File: config.mk
export PLATFORM = sky130hd
export DESIGN_NAME = if_fetch_unit_flat
export DESIGN_NICKNAME = d
export VERILOG_FILES = /design/src/rtl/if_pkg.sv /design/src/rtl/if_fetch_unit_if.sv /design/src/rtl/if_fetch_fifo.sv /design/src/rtl/if_fetch_unit.sv /design/src/flat_wrapper.sv
export SDC_FILE = /design/constraint.sdc
export NUM_CORES = 1
export LEC_CHECK = 0
export ABC_AREA = 1
export BUFFER_PORTS_ARGS = -buffer_cell sky130_fd_sc_hd__buf_2
export CORE_MARGIN = 3
export CORE_UTILIZATION = 30
export DETAILED_ROUTE_END_ITERATION = 7
export PLACE_DENSITY = 0.58
export SLEW_MARGIN = 20
export SYNTH_ARGS = -nofsm -noshare
export SYNTH_HDL_FRONTEND = slang
export SYNTH_SLANG_ARGS = --single-unit
File: constraint.sdc
create_clock -name clk -period 16.2 [get_ports clk]
set_input_delay 1.62 -clock clk [delete_from_list [all_inputs] [get_ports clk]]
set_output_delay 1.62 -clock clk [all_outputs]
set_load 0.005 [all_outputs]
File: src/rtl/if_pkg.sv
// rtl/if_pkg.sv - shared types and constants for the instruction-fetch stage
package if_pkg;

  localparam int INST_W = 32;
  localparam int ADDR_W = 64;
  localparam logic [ADDR_W-1:0] PC_INC = 64'd4;

  typedef enum logic [1:0] {
    FETCH,
    MISS,
    KILL
  } fetch_state_t;

  typedef struct packed {
    logic [ADDR_W-1:0] pc;
    logic [INST_W-1:0] inst;
  } fetch_entry_t;

endpackage

File: src/rtl/if_fetch_unit_if.sv
// rtl/if_fetch_unit_if.sv - fetch-to-L1 I-cache request/response bundle
interface if_fetch_unit_if;
  import if_pkg::*;

  logic [ADDR_W-1:0] addr_C_L1;
  logic              read_C_L1;
  logic              write_C_L1;
  logic              stall;
  logic [INST_W-1:0] read_data_L1_C;

  modport master (
    output addr_C_L1,
    output read_C_L1,
    output write_C_L1,
    input  stall,
    input  read_data_L1_C
  );

  modport slave (
    input  addr_C_L1,
    input  read_C_L1,
    input  write_C_L1,
    output stall,
    output read_data_L1_C
  );

endinterface

File: src/rtl/if_fetch_fifo.sv
// rtl/if_fetch_fifo.sv - instruction buffer with registered head and synchronous clear
module if_fetch_fifo
  import if_pkg::*;
#(
  parameter int FIFO_DEPTH = 4,
  localparam int AW = $clog2(FIFO_DEPTH)
) (
  input  logic         clk,
  input  logic         nrst,
  input  logic         push,
  input  logic         pop,
  input  logic         clear,
  input  fetch_entry_t din,
  output fetch_entry_t dout,
  output logic         full,
  output logic         empty,
  output logic [AW:0]  count
);

  localparam logic [AW:0] LP_DEPTH = (AW+1)'(FIFO_DEPTH);

  fetch_entry_t r_mem [FIFO_DEPTH];
  fetch_entry_t r_head;
  fetch_entry_t w_next_head;
  logic [AW-1:0] r_rd, r_wr, w_next_rd;
  logic [AW:0]   r_count, w_next_count;
  logic          w_push, w_pop;

  assign full  = (r_count == LP_DEPTH);
  assign empty = (r_count == '0);
  assign count = r_count;
  assign dout  = r_head;

  assign w_pop        = pop & ~empty;
  assign w_push       = push & (~full | w_pop);
  assign w_next_rd    = w_pop ? r_rd + 1'b1 : r_rd;
  assign w_next_count = r_count + {{AW{1'b0}}, w_push} - {{AW{1'b0}}, w_pop};

  // The new head is the word being written when it lands straight at the read slot.
  always_comb begin
    w_next_head = r_mem[w_next_rd];
    if (w_push && (r_wr == w_next_rd)) begin
      w_next_head = din;
    end
  end

  always_ff @(posedge clk) begin
    if (w_push && !clear) begin
      r_mem[r_wr] <= din;
    end
  end

  always_ff @(posedge clk or negedge nrst) begin
    if (!nrst) begin
      r_rd    <= '0;
      r_wr    <= '0;
      r_count <= '0;
      r_head  <= '0;
    end else if (clear) begin
      r_rd    <= '0;
      r_wr    <= '0;
      r_count <= '0;
      r_head  <= '0;
    end else begin
      if (w_push) begin
        r_wr <= r_wr + 1'b1;
      end
      r_rd    <= w_next_rd;
      r_count <= w_next_count;
      if (w_next_count != '0) begin
        r_head <= w_next_head;
      end
    end
  end

endmodule

File: src/rtl/if_fetch_unit.sv
// rtl/if_fetch_unit.sv - PC owner and L1 I-side requester; FETCH_PERF_CNT_EN adds fetch/miss counters
module if_fetch_unit
  import if_pkg::*;
#(
  parameter logic [63:0] RESET_PC   = 64'h0,
  parameter int          FIFO_DEPTH = 4
) (
  input  logic                  clk,
  input  logic                  nrst,
  if_fetch_unit_if.master       l1,
  input  logic                  redirect_valid,
  input  logic [ADDR_W-1:0]     redirect_pc,
  output logic                  inst_valid,
  input  logic                  inst_ready,
  output logic [INST_W-1:0]     inst_data,
  output logic [ADDR_W-1:0]     inst_pc
`ifdef FETCH_PERF_CNT_EN
  ,
  output logic [31:0]           perf_fetch_cnt,
  output logic [31:0]           perf_miss_cnt
`endif
);

  localparam int AW = $clog2(FIFO_DEPTH);
  localparam logic [AW:0] LP_DEPTH = (AW+1)'(FIFO_DEPTH);
  localparam logic [ADDR_W-1:0] LP_RESET_PC = RESET_PC & ~64'h3;

  fetch_state_t      r_state, w_state_n;
  logic [ADDR_W-1:0] r_pc, w_pc_n;
  logic [ADDR_W-1:0] r_pending, w_pending_n;
  logic              r_started;
  logic              w_read, w_accept, w_push, w_pop;
  logic              w_full, w_empty;
  logic [AW:0]       w_count;
  logic [ADDR_W-1:0] w_target;
  fetch_entry_t      w_din, w_head;

  assign w_target = redirect_pc & ~64'h3;
  assign w_accept = w_read & ~l1.stall;
  assign w_pop    = inst_ready & ~w_empty & ~redirect_valid;
  assign w_push   = w_accept & ~redirect_valid & (r_state != KILL);
  assign w_din    = '{pc: r_pc, inst: l1.read_data_L1_C};

  always_ff @(posedge clk or negedge nrst) begin
    if (!nrst) begin
      r_state   <= FETCH;
      r_pc      <= LP_RESET_PC;
      r_pending <= '0;
      r_started <= 1'b0;
    end else begin
      r_state   <= w_state_n;
      r_pc      <= w_pc_n;
      r_pending <= w_pending_n;
      r_started <= 1'b1;
    end
  end

  // A request stalled by L1 is never withdrawn; a redirect during it only re-aims the follow-up PC.
  always_comb begin
    w_state_n   = r_state;
    w_pc_n      = r_pc;
    w_pending_n = r_pending;
    w_read      = 1'b0;
    case (r_state)
      FETCH:      w_read = r_started & ((w_count < LP_DEPTH) | (w_full & inst_ready));
      MISS, KILL: w_read = 1'b1;
      default:    w_read = 1'b0;
    endcase
    if (redirect_valid) begin
      if (w_read && l1.stall) begin
        w_pending_n = w_target;
        w_state_n   = KILL;
      end else begin
        w_pc_n    = w_target;
        w_state_n = FETCH;
      end
    end else if (w_read) begin
      if (l1.stall) begin
        if (r_state == FETCH) begin
          w_state_n = MISS;
        end
      end else begin
        w_pc_n    = (r_state == KILL) ? r_pending : r_pc + PC_INC;
        w_state_n = FETCH;
      end
    end
  end

  if_fetch_fifo #(.FIFO_DEPTH(FIFO_DEPTH)) u_fifo (
    .clk   (clk),
    .nrst  (nrst),
    .push  (w_push),
    .pop   (w_pop),
    .clear (redirect_valid),
    .din   (w_din),
    .dout  (w_head),
    .full  (w_full),
    .empty (w_empty),
    .count (w_count)
  );

  assign l1.addr_C_L1  = r_pc;
  assign l1.read_C_L1  = w_read;
  assign l1.write_C_L1 = 1'b0;
  assign inst_valid    = ~w_empty;
  assign inst_data     = w_head.inst;
  assign inst_pc       = w_head.pc;

`ifdef FETCH_PERF_CNT_EN
  logic w_miss_evt;
  assign w_miss_evt = (r_state == FETCH) & w_read & l1.stall;

  always_ff @(posedge clk or negedge nrst) begin
    if (!nrst) begin
      perf_fetch_cnt <= '0;
      perf_miss_cnt  <= '0;
    end else begin
      if (w_accept && (perf_fetch_cnt != 32'hFFFF_FFFF)) begin
        perf_fetch_cnt <= perf_fetch_cnt + 32'd1;
      end
      if (w_miss_evt && (perf_miss_cnt != 32'hFFFF_FFFF)) begin
        perf_miss_cnt <= perf_miss_cnt + 32'd1;
      end
    end
  end
`endif

endmodule

File: src/flat_wrapper.sv
// flat-port wrapper written by rule: the top's interface ports become plain ports
module if_fetch_unit_flat import if_pkg::*;
#(
  parameter logic [63:0] RESET_PC   = 64'h0,
  parameter int          FIFO_DEPTH = 4
)
  (clk, nrst, redirect_valid, redirect_pc, inst_valid, inst_ready, inst_data, inst_pc, l1_addr_C_L1, l1_read_C_L1, l1_write_C_L1, l1_stall, l1_read_data_L1_C);
  if_fetch_unit_if l1_i ();
  input  logic clk;
  input  logic nrst;
  input  logic redirect_valid;
  input  logic [ADDR_W-1:0] redirect_pc;
  output logic inst_valid;
  input  logic inst_ready;
  output logic [INST_W-1:0] inst_data;
  output logic [ADDR_W-1:0] inst_pc;
  output wire logic [$bits(l1_i.addr_C_L1)-1:0] l1_addr_C_L1;
  output wire logic [$bits(l1_i.read_C_L1)-1:0] l1_read_C_L1;
  output wire logic [$bits(l1_i.write_C_L1)-1:0] l1_write_C_L1;
  input wire logic [$bits(l1_i.stall)-1:0] l1_stall;
  input wire logic [$bits(l1_i.read_data_L1_C)-1:0] l1_read_data_L1_C;
  assign l1_addr_C_L1 = l1_i.addr_C_L1;
  assign l1_read_C_L1 = l1_i.read_C_L1;
  assign l1_write_C_L1 = l1_i.write_C_L1;
  assign l1_i.stall = l1_stall;
  assign l1_i.read_data_L1_C = l1_read_data_L1_C;
  if_fetch_unit #(.RESET_PC(RESET_PC), .FIFO_DEPTH(FIFO_DEPTH)) u_core (.clk(clk), .nrst(nrst), .l1(l1_i), .redirect_valid(redirect_valid), .redirect_pc(redirect_pc), .inst_valid(inst_valid), .inst_ready(inst_ready), .inst_data(inst_data), .inst_pc(inst_pc));
endmodule
==> results of run 1 <==
==> worst max-delay path, cell delays in order <==
cell	delay [ns]
buf_2	0.13
inv_2	0.11
buf_4	0.70
nand3_1	0.23
a31oi_1	0.30
nand2_4	0.19
ha_1	0.32
inv_1	0.06
ha_1	0.15
inv_1	0.05
fa_1	0.38
xnor2_1	0.15
xor2_1	0.16
nand2_1	0.14
inv_4	0.21
nor2_4	0.29
buf_4	0.71
nand3_1	0.27
nand2_1	0.11
==> per-layer routing <==
layer,track usage,vias to the layer above
met5,0,-
met4,0.0630,18
met3,0.0390,165
met2,0.311,778
met1,0.266,10650
li1,-,10420
==> through the flow <==
stage                     std cells  worst slack, ns
final                          4464            10.38
after global routing           4457            10.17
after CTS                      4456            10.41
after detailed placement       4328             9.71
after global placement         4326             9.81
after floorplan                3028             9.55
==> cell usage after synthesis, drive strengths merged <==
cell,instances
nand3,395
nor3b,1
o21ai,120
nand4,22
a31oi,1
or2,1
o22ai,8
nor3,14
o221ai,1
o311ai,1
nor4,1
nor2,159
nand2,1213
clkbuf,65
conb,2
xor2,27
and2,4
ha,10
a21boi,1
inv,149
buf,102
a21oi,70
xnor2,2
edfxtp,376
a211oi,1
fa,1
o211ai,15
dfrtp,229
nand3b,35
==> cell type report <==
cell class                      count  area (sq um)
Fill cell                        9265         58400
Clock buffer                       96          1920
Inverter                          149           569
Multi-Input combinational cell   2107          9330
Timing Repair Buffer              291          1590
Tap cell                         1176          1470
Clock inverter                     32           398
Sequential cell                   605         17000
Antenna cell                        8          20.0
==> logic make-up after synthesis <==
kind of cell,count (synthesis)
and+or+nand+nor,1845
DFF,605
buffers and inverters,316
AOI/OAI and AO/OA,218
xor gates and xnor gates,29
adders and majority gates,11
other,2
==> registers in the layout (all words and copies together), names as in the netlist <==
signal and count:
u_core.r_pending 62, u_core.u_fifo.r_rd 2, u_core.u_fifo.count 3, u_core.u_fifo.r_mem 376, u_core.u_fifo.dout 95, u_core.r_started 1, u_core.r_state 2, u_core.u_fifo.r_wr 2
u_core.l1.addr_C_L1 62
==> layout by cell type, fill, tap and decap left out, types with 7 or more instances in the layout <==
master / netlist / final
nand2_1: 1209 / 1207
ha_1: 10 / 9
clkinv_2: 0 / 10
diode_2: 0 / 8
clkbuf_1: 65 / 19
nor2_1: 157 / 151
inv_1: 142 / 140
clkbuf_8: 0 / 7
buf_2: 64 / 257
o22ai_1: 8 / 8
o21ai_0: 119 / 119
edfxtp_1: 376 / 376
o211ai_1: 15 / 15
a21oi_1: 69 / 69
xor2_1: 27 / 27
nand3_1: 393 / 393
nand4_1: 22 / 22
buf_4: 21 / 30
nor2_4: 1 / 7
nor3_1: 14 / 14
dfrtp_1: 229 / 229
nand3b_1: 35 / 35
clkbuf_16: 0 / 70
==> power by group <==
group | internal [mW] | switching, mW | total [mW]
Sequential | 2.05 | 0.381 | 2.43
Clock | 0.937 | 0.660 | 1.60
Combinational | 0.602 | 1.41 | 2.01
==> worst min path at each step <==
stage | end | slack [ns] | cells past startpoint
floorplan | u_core.r_pending[56] | 0.44 | 2
global placement | u_core.r_pending[7] | 0.45 | 2
detailed placement | u_core.r_pending[7] | 0.45 | 2
CTS | u_core.r_pending[7] | 0.47 | 2
global route | u_core.r_pending[14] | 0.49 | 2
finish | u_core.r_pending[7] | 0.47 | 2
==> results.toml, run 1 <==
[outcome]
status = "complete, no violations"

[layout]
syn2layout_area_growth_pct = 17.0
final_core_util = 0.356
drive_gt1_frac = 0.130
fin_nets = 3335
final_area_sq_um = 32300

[grt]
antenna_found_initial = 20
grt_usage = 0.194
grt_pass1_wl_um = 139000
grt_pass1_vias = 20596
overflow = 0
grt_max_degree = 133

[worst_setup_path]
worst-setup-path-type = "in -> reg"
reg2reg_depth = 21
crit_end = "u_core.u_fifo.dout[50]"
reg2reg_setup_slack_ns = 10.59
cp.required_ns = 16.75
r2r_start = "u_core.r_state[0]"
startpoint = "redirect_valid"
critPathLaunchType = "primary input"
end_kind = "register"
worstReg2RegEnd = "u_core.u_fifo.dout[50]"
crit_fanout = 70
cp.arrival_ns = 6.37

[drt]
dr_wl_met3_um = 7400
initialDrtViolationCount = 2032
viasPerCell = 4.94
wl_per_cell_um = 21.1
met2_length_um = 43600
topRoutingLayerUsed = "met5"
drc = 0
drt-met1-wl_um = 40500
drt-pass1-iter-count = 6
vias = 22031
wl_um = 94300
route.antenna.remaining_nets = 0

[placement]
hpwl_um = 59600
portBuffers = 258
globalplace.congestion = 0.942
dpl_cell_area_sq_um = 30000

[clock_tree]
cts_tree = "done"
cts.clk_slew.worst_paths_ns = 0.06
cts_made_buffers = 69
clock_sinks = 605
cts_setup_buffers = 0
cts_buffer_depth = 3
clk_latency_ns = 0.62
cts.repair.resized = 0
root_buffer = "clkbuf_16"
htree_num_levels = 3
ctsHoldBuffers = 0

[timing]
setup_tns_ns = 0
fmax_mhz = 172
hold_ws_ns = 0.470
layout_min_cycle_time_ns = 5.82
grt_setup_unrepaired = "no"
worstMarginPinSlew_ns = 1.09
slew_headroom = 0.272
finalHoldViolations = 0
final_max_slew_viol_count = 0
clock_skew_ns = 0.0373
setup_violations = 0
fin_crit_sh = 0.359

[synth]
avgSynthCellArea_sq_um = 9.13
synthCells = 3026
synth_top_area_share = 0.409
syn_area_sq_um = 27600
synth_top_area_cell = "edfxtp_1"
synth_top_family_by_area = "simple AND/OR/NAND/NOR gates"
synth_compound_area_frac = 0.0423
synthMuxAreaShare = 0
synth_fa_ha_area_frac = 0.00525
ys_ff_latch = 605
synthTopCellsByArea = "edfxtp_1 (41%), dfrtp_1 (21%), nand2_1 (16%)"
ys_warn_count = 0
yosys.area_share.xor_xnor = 0.00919
synthSimpleGateAreaFrac = 0.278
synth.lib_cells_used.distinct = 41
seq_area_frac_synth = 0.616

[power]
max-vdd-ir-drop_v = 0.000149
power_density_nw_per_um2 = 187
total_leakage_power_nw = 14.0
fin_total_pwr_mw = 6.04

[floorplanning]
die_h_um = 309
row_count = 110
start_util = 0.305
die_area_sq_um = 95800
die_x_um = 309
io_pins = 264
fp.coreArea_sq_um = 90700

[hold_path]
hp-start = "u_core.r_pending[7]"
min_path_type = "reg -> reg"

[flow_run]
maxCapViolations = 0
Note: power is estimated with default switching activity, not from simulation.
==> run 2, diff against run 1 <==
ABC_AREA = 0   (was 1)
PLACE_DENSITY = 0.6   (was 0.58)
clock period = 5.3 ns   (was 16.2 ns; I/O delays follow)
==> run 2 against run 1 <==
Global-route usage fell by 0.86 points. Die area rose by 1.4%. Final area rose by 2.0%. Clock skew fell by 0.011 ns. First-iteration DRC count fell by 2.4%. Sequential share of layout area fell by 1.0 points. Combinational power rose to 2.6 times the previous value. Total power rose to 3.0 times the previous value.
==> results.toml, run 2 <==
[clock_tree]
root_buffer = "clkbuf_16"
cts_buffer_depth = 3
cts_tree = "done"
cts_made_buffers = 71
clk_latency_ns = 0.62
cts.repair.resized = 0
clock_sinks = 605
htree_num_levels = 3
cts.clk_slew.worst_paths_ns = 0.06

[worst_setup_path]
cp.arrival_ns = 5.32
end_kind = "register"
cp.required_ns = 5.83
r2r_start = "u_core.r_state[0]"
startpoint = "u_core.r_state[0]"
crit_fanout = 36
critPathLaunchType = "register"
worst-setup-path-type = "reg -> reg"

[power]
p_clk_frac = 0.281
intPower_mw = 11.4
power_density_nw_per_um2 = 542
total_leakage_power_nw = 11.7
p_sw_mw = 6.46
combPwrFrac = 0.292
seqPwrFrac = 0.427
max-vdd-ir-drop_v = 0.000292
swShare = 0.361

[floorplanning]
die_x_um = 312
start_util = 0.304
die_h_um = 312
row_count = 111
fp.coreArea_sq_um = 92100
die_area_sq_um = 97100
io_pins = 264

[grt]
grt_pass1_vias = 22279
grt_max_degree = 192
antenna_found_initial = 20
grt_usage = 0.186
grt_pass1_wl_um = 139000
overflow = 0

[synth]
synthTopCellsByArea = "edfxtp_1 (40%), dfrtp_1 (20%), mux2_2 (6.0%)"
synth_edf_count = 376
seq_area_frac_synth = 0.607
ys.flop_type = "edfxtp_1"
yosysMostFrequentCell = "edfxtp_1"
avgSynthCellArea_sq_um = 13.0
synthTopCellsByCount = "edfxtp_1 (376), dfrtp_1 (229), o221ai_1 (188)"
syn_area_sq_um = 28000
synth.lib_cells_used.distinct = 79
synthCells = 2151
ys_warn_count = 0
synth_top_area_share = 0.403
async_reset_ff_frac = 0.379
ys_ff_latch = 605
synth_top_area_cell = "edfxtp_1"

[flow_run]
maxCapViolations = 0

[drt]
wl_um = 93600
drt-pass1-iter-count = 5
wl_per_cell_um = 25.8
drc = 0
route.antenna.remaining_nets = 0
initialDrtViolationCount = 1984
vias = 21354
viasPerCell = 5.90

[timing]
worstMarginPinSlew_ns = 1.13
setup_violations = 0
finalHoldViolations = 0
setup_tns_ns = 0
final_max_slew_viol_count = 0
slew_headroom = 0.245
clock_skew_ns = 0.0264
grt_setup_unrepaired = "no"
layout_min_cycle_time_ns = 4.78
fin_crit_sh = 0.903
fmax_mhz = 209

[placement]
portBuffers = 258
globalplace.congestion = 0.849
dpl_cell_area_sq_um = 30500
hpwl_um = 55300

[layout]
final_common_cell = "edfxtp_1"
regArea_sq_um = 17000
fill_cells = 8828
final_area_sq_um = 33000
largest_reg_flops = 376
fin_nets = 2420
drive_gt1_frac = 0.248
mostFrequentLayoutCells = "edfxtp_1 (376), buf_2 (256), dfrtp_1 (227)"
syn2layout_area_growth_pct = 17.7
multi_input_area_sq_um = 10100
largest-register = "u_core.u_fifo.r_mem"

[hold_path]
hp-start = "redirect_valid"
min_path_type = "in -> reg"

[outcome]
status = "complete, no violations"
[run 2: metal layers]
metal,wire (um),track usage
met4,3510,0.0870
met3,7960,0.0479
met5,117,0
met2,43500,0.297
met1,38500,0.236
[run 2: through the flow]
stage | setup WS, ns | hold WS, ns | power (mW) | instances | util
4_1_cts | 0.513 | 0.0972 | 18.0 | 3606 | 0.358
5_1_grt | 0.290 | 0.125 | 18.8 | 3611 | 0.358
2_1_floorplan | 0.930 | 0.234 | 10.4 | 2153 | -
3_3_place_gp | 0.549 | 0.459 | 12.7 | 3477 | 0.332
3_5_place_dp | 0.494 | 0.471 | 12.9 | 3477 | 0.332
6_report | 0.515 | 0.142 | 17.9 | 3620 | 0.358
[run 2: critical path: stages, from the launching register on]
cell and delay (ns):
dfrtp_1 0.38, inv_1 0.07, ha_2 0.19, or2_2 0.37, nor3_1 0.40, and2_2 0.28, inv_2 0.08, ha_1 0.27
inv_1 0.06, ha_1 0.13, inv_1 0.05, fa_1 0.52, nor4b_1 0.27, mux2_4 0.25, buf_4 0.49, buf_4 0.57
a221o_1 0.26
[run 2: timing repair]
item                       in CTS  in global routing
setup endpoints to repair       0                  0
hold endpoints to repair       30                  0
hold buffers                    1                  0
buffers inserted                0                  0
[run 2: layout make-up]
cell class                      count  share of cell area
Tap cell                         1243              0.0472
Clock buffer                       97              0.0593
Antenna cell                       14             0.00106
Clock inverter                     31              0.0130
Inverter                           28             0.00349
Timing Repair Buffer              299              0.0531
Multi-Input combinational cell   1303               0.306
Sequential cell                   605               0.517
[run 2: path summary, 6_finish.rpt]
path                       slack [ns]                       to  cells past startpoint
max                              0.52   u_core.u_fifo.dout[27]                     16
min                              0.14    u_core.u_fifo.r_rd[0]                      2
max reg2reg                      0.52   u_core.u_fifo.dout[27]                     16
min reg2reg                      0.48     u_core.r_pending[41]                      2
max in group asynchronous        3.40    u_core.u_fifo.r_rd[0]                      3
min in group asynchronous        0.54  u_core.l1.addr_C_L1[61]                      2
[run 2: logic make-up after synthesis]
kind of cell | count (synthesis) | share of synthesized area
simple gates | 397 | 0.0781
flops | 605 | 0.607
compound gates | 701 | 0.200
other cells | 2 | 0.000268
xor+xnor | 29 | 0.00906
fa+ha+maj | 11 | 0.00518
buf+inv | 245 | 0.0358
mux | 161 | 0.0642
[run 2: power by group through the flow]
stage	combinational (mW)	clock [mW]	sequential, mW
after floorplan	3.31	0	7.12
after global placement	5.09	0	7.60
after detailed placement	5.25	0	7.69
after CTS	5.26	5.16	7.60
after global routing	5.70	5.36	7.77
final	5.23	5.03	7.63
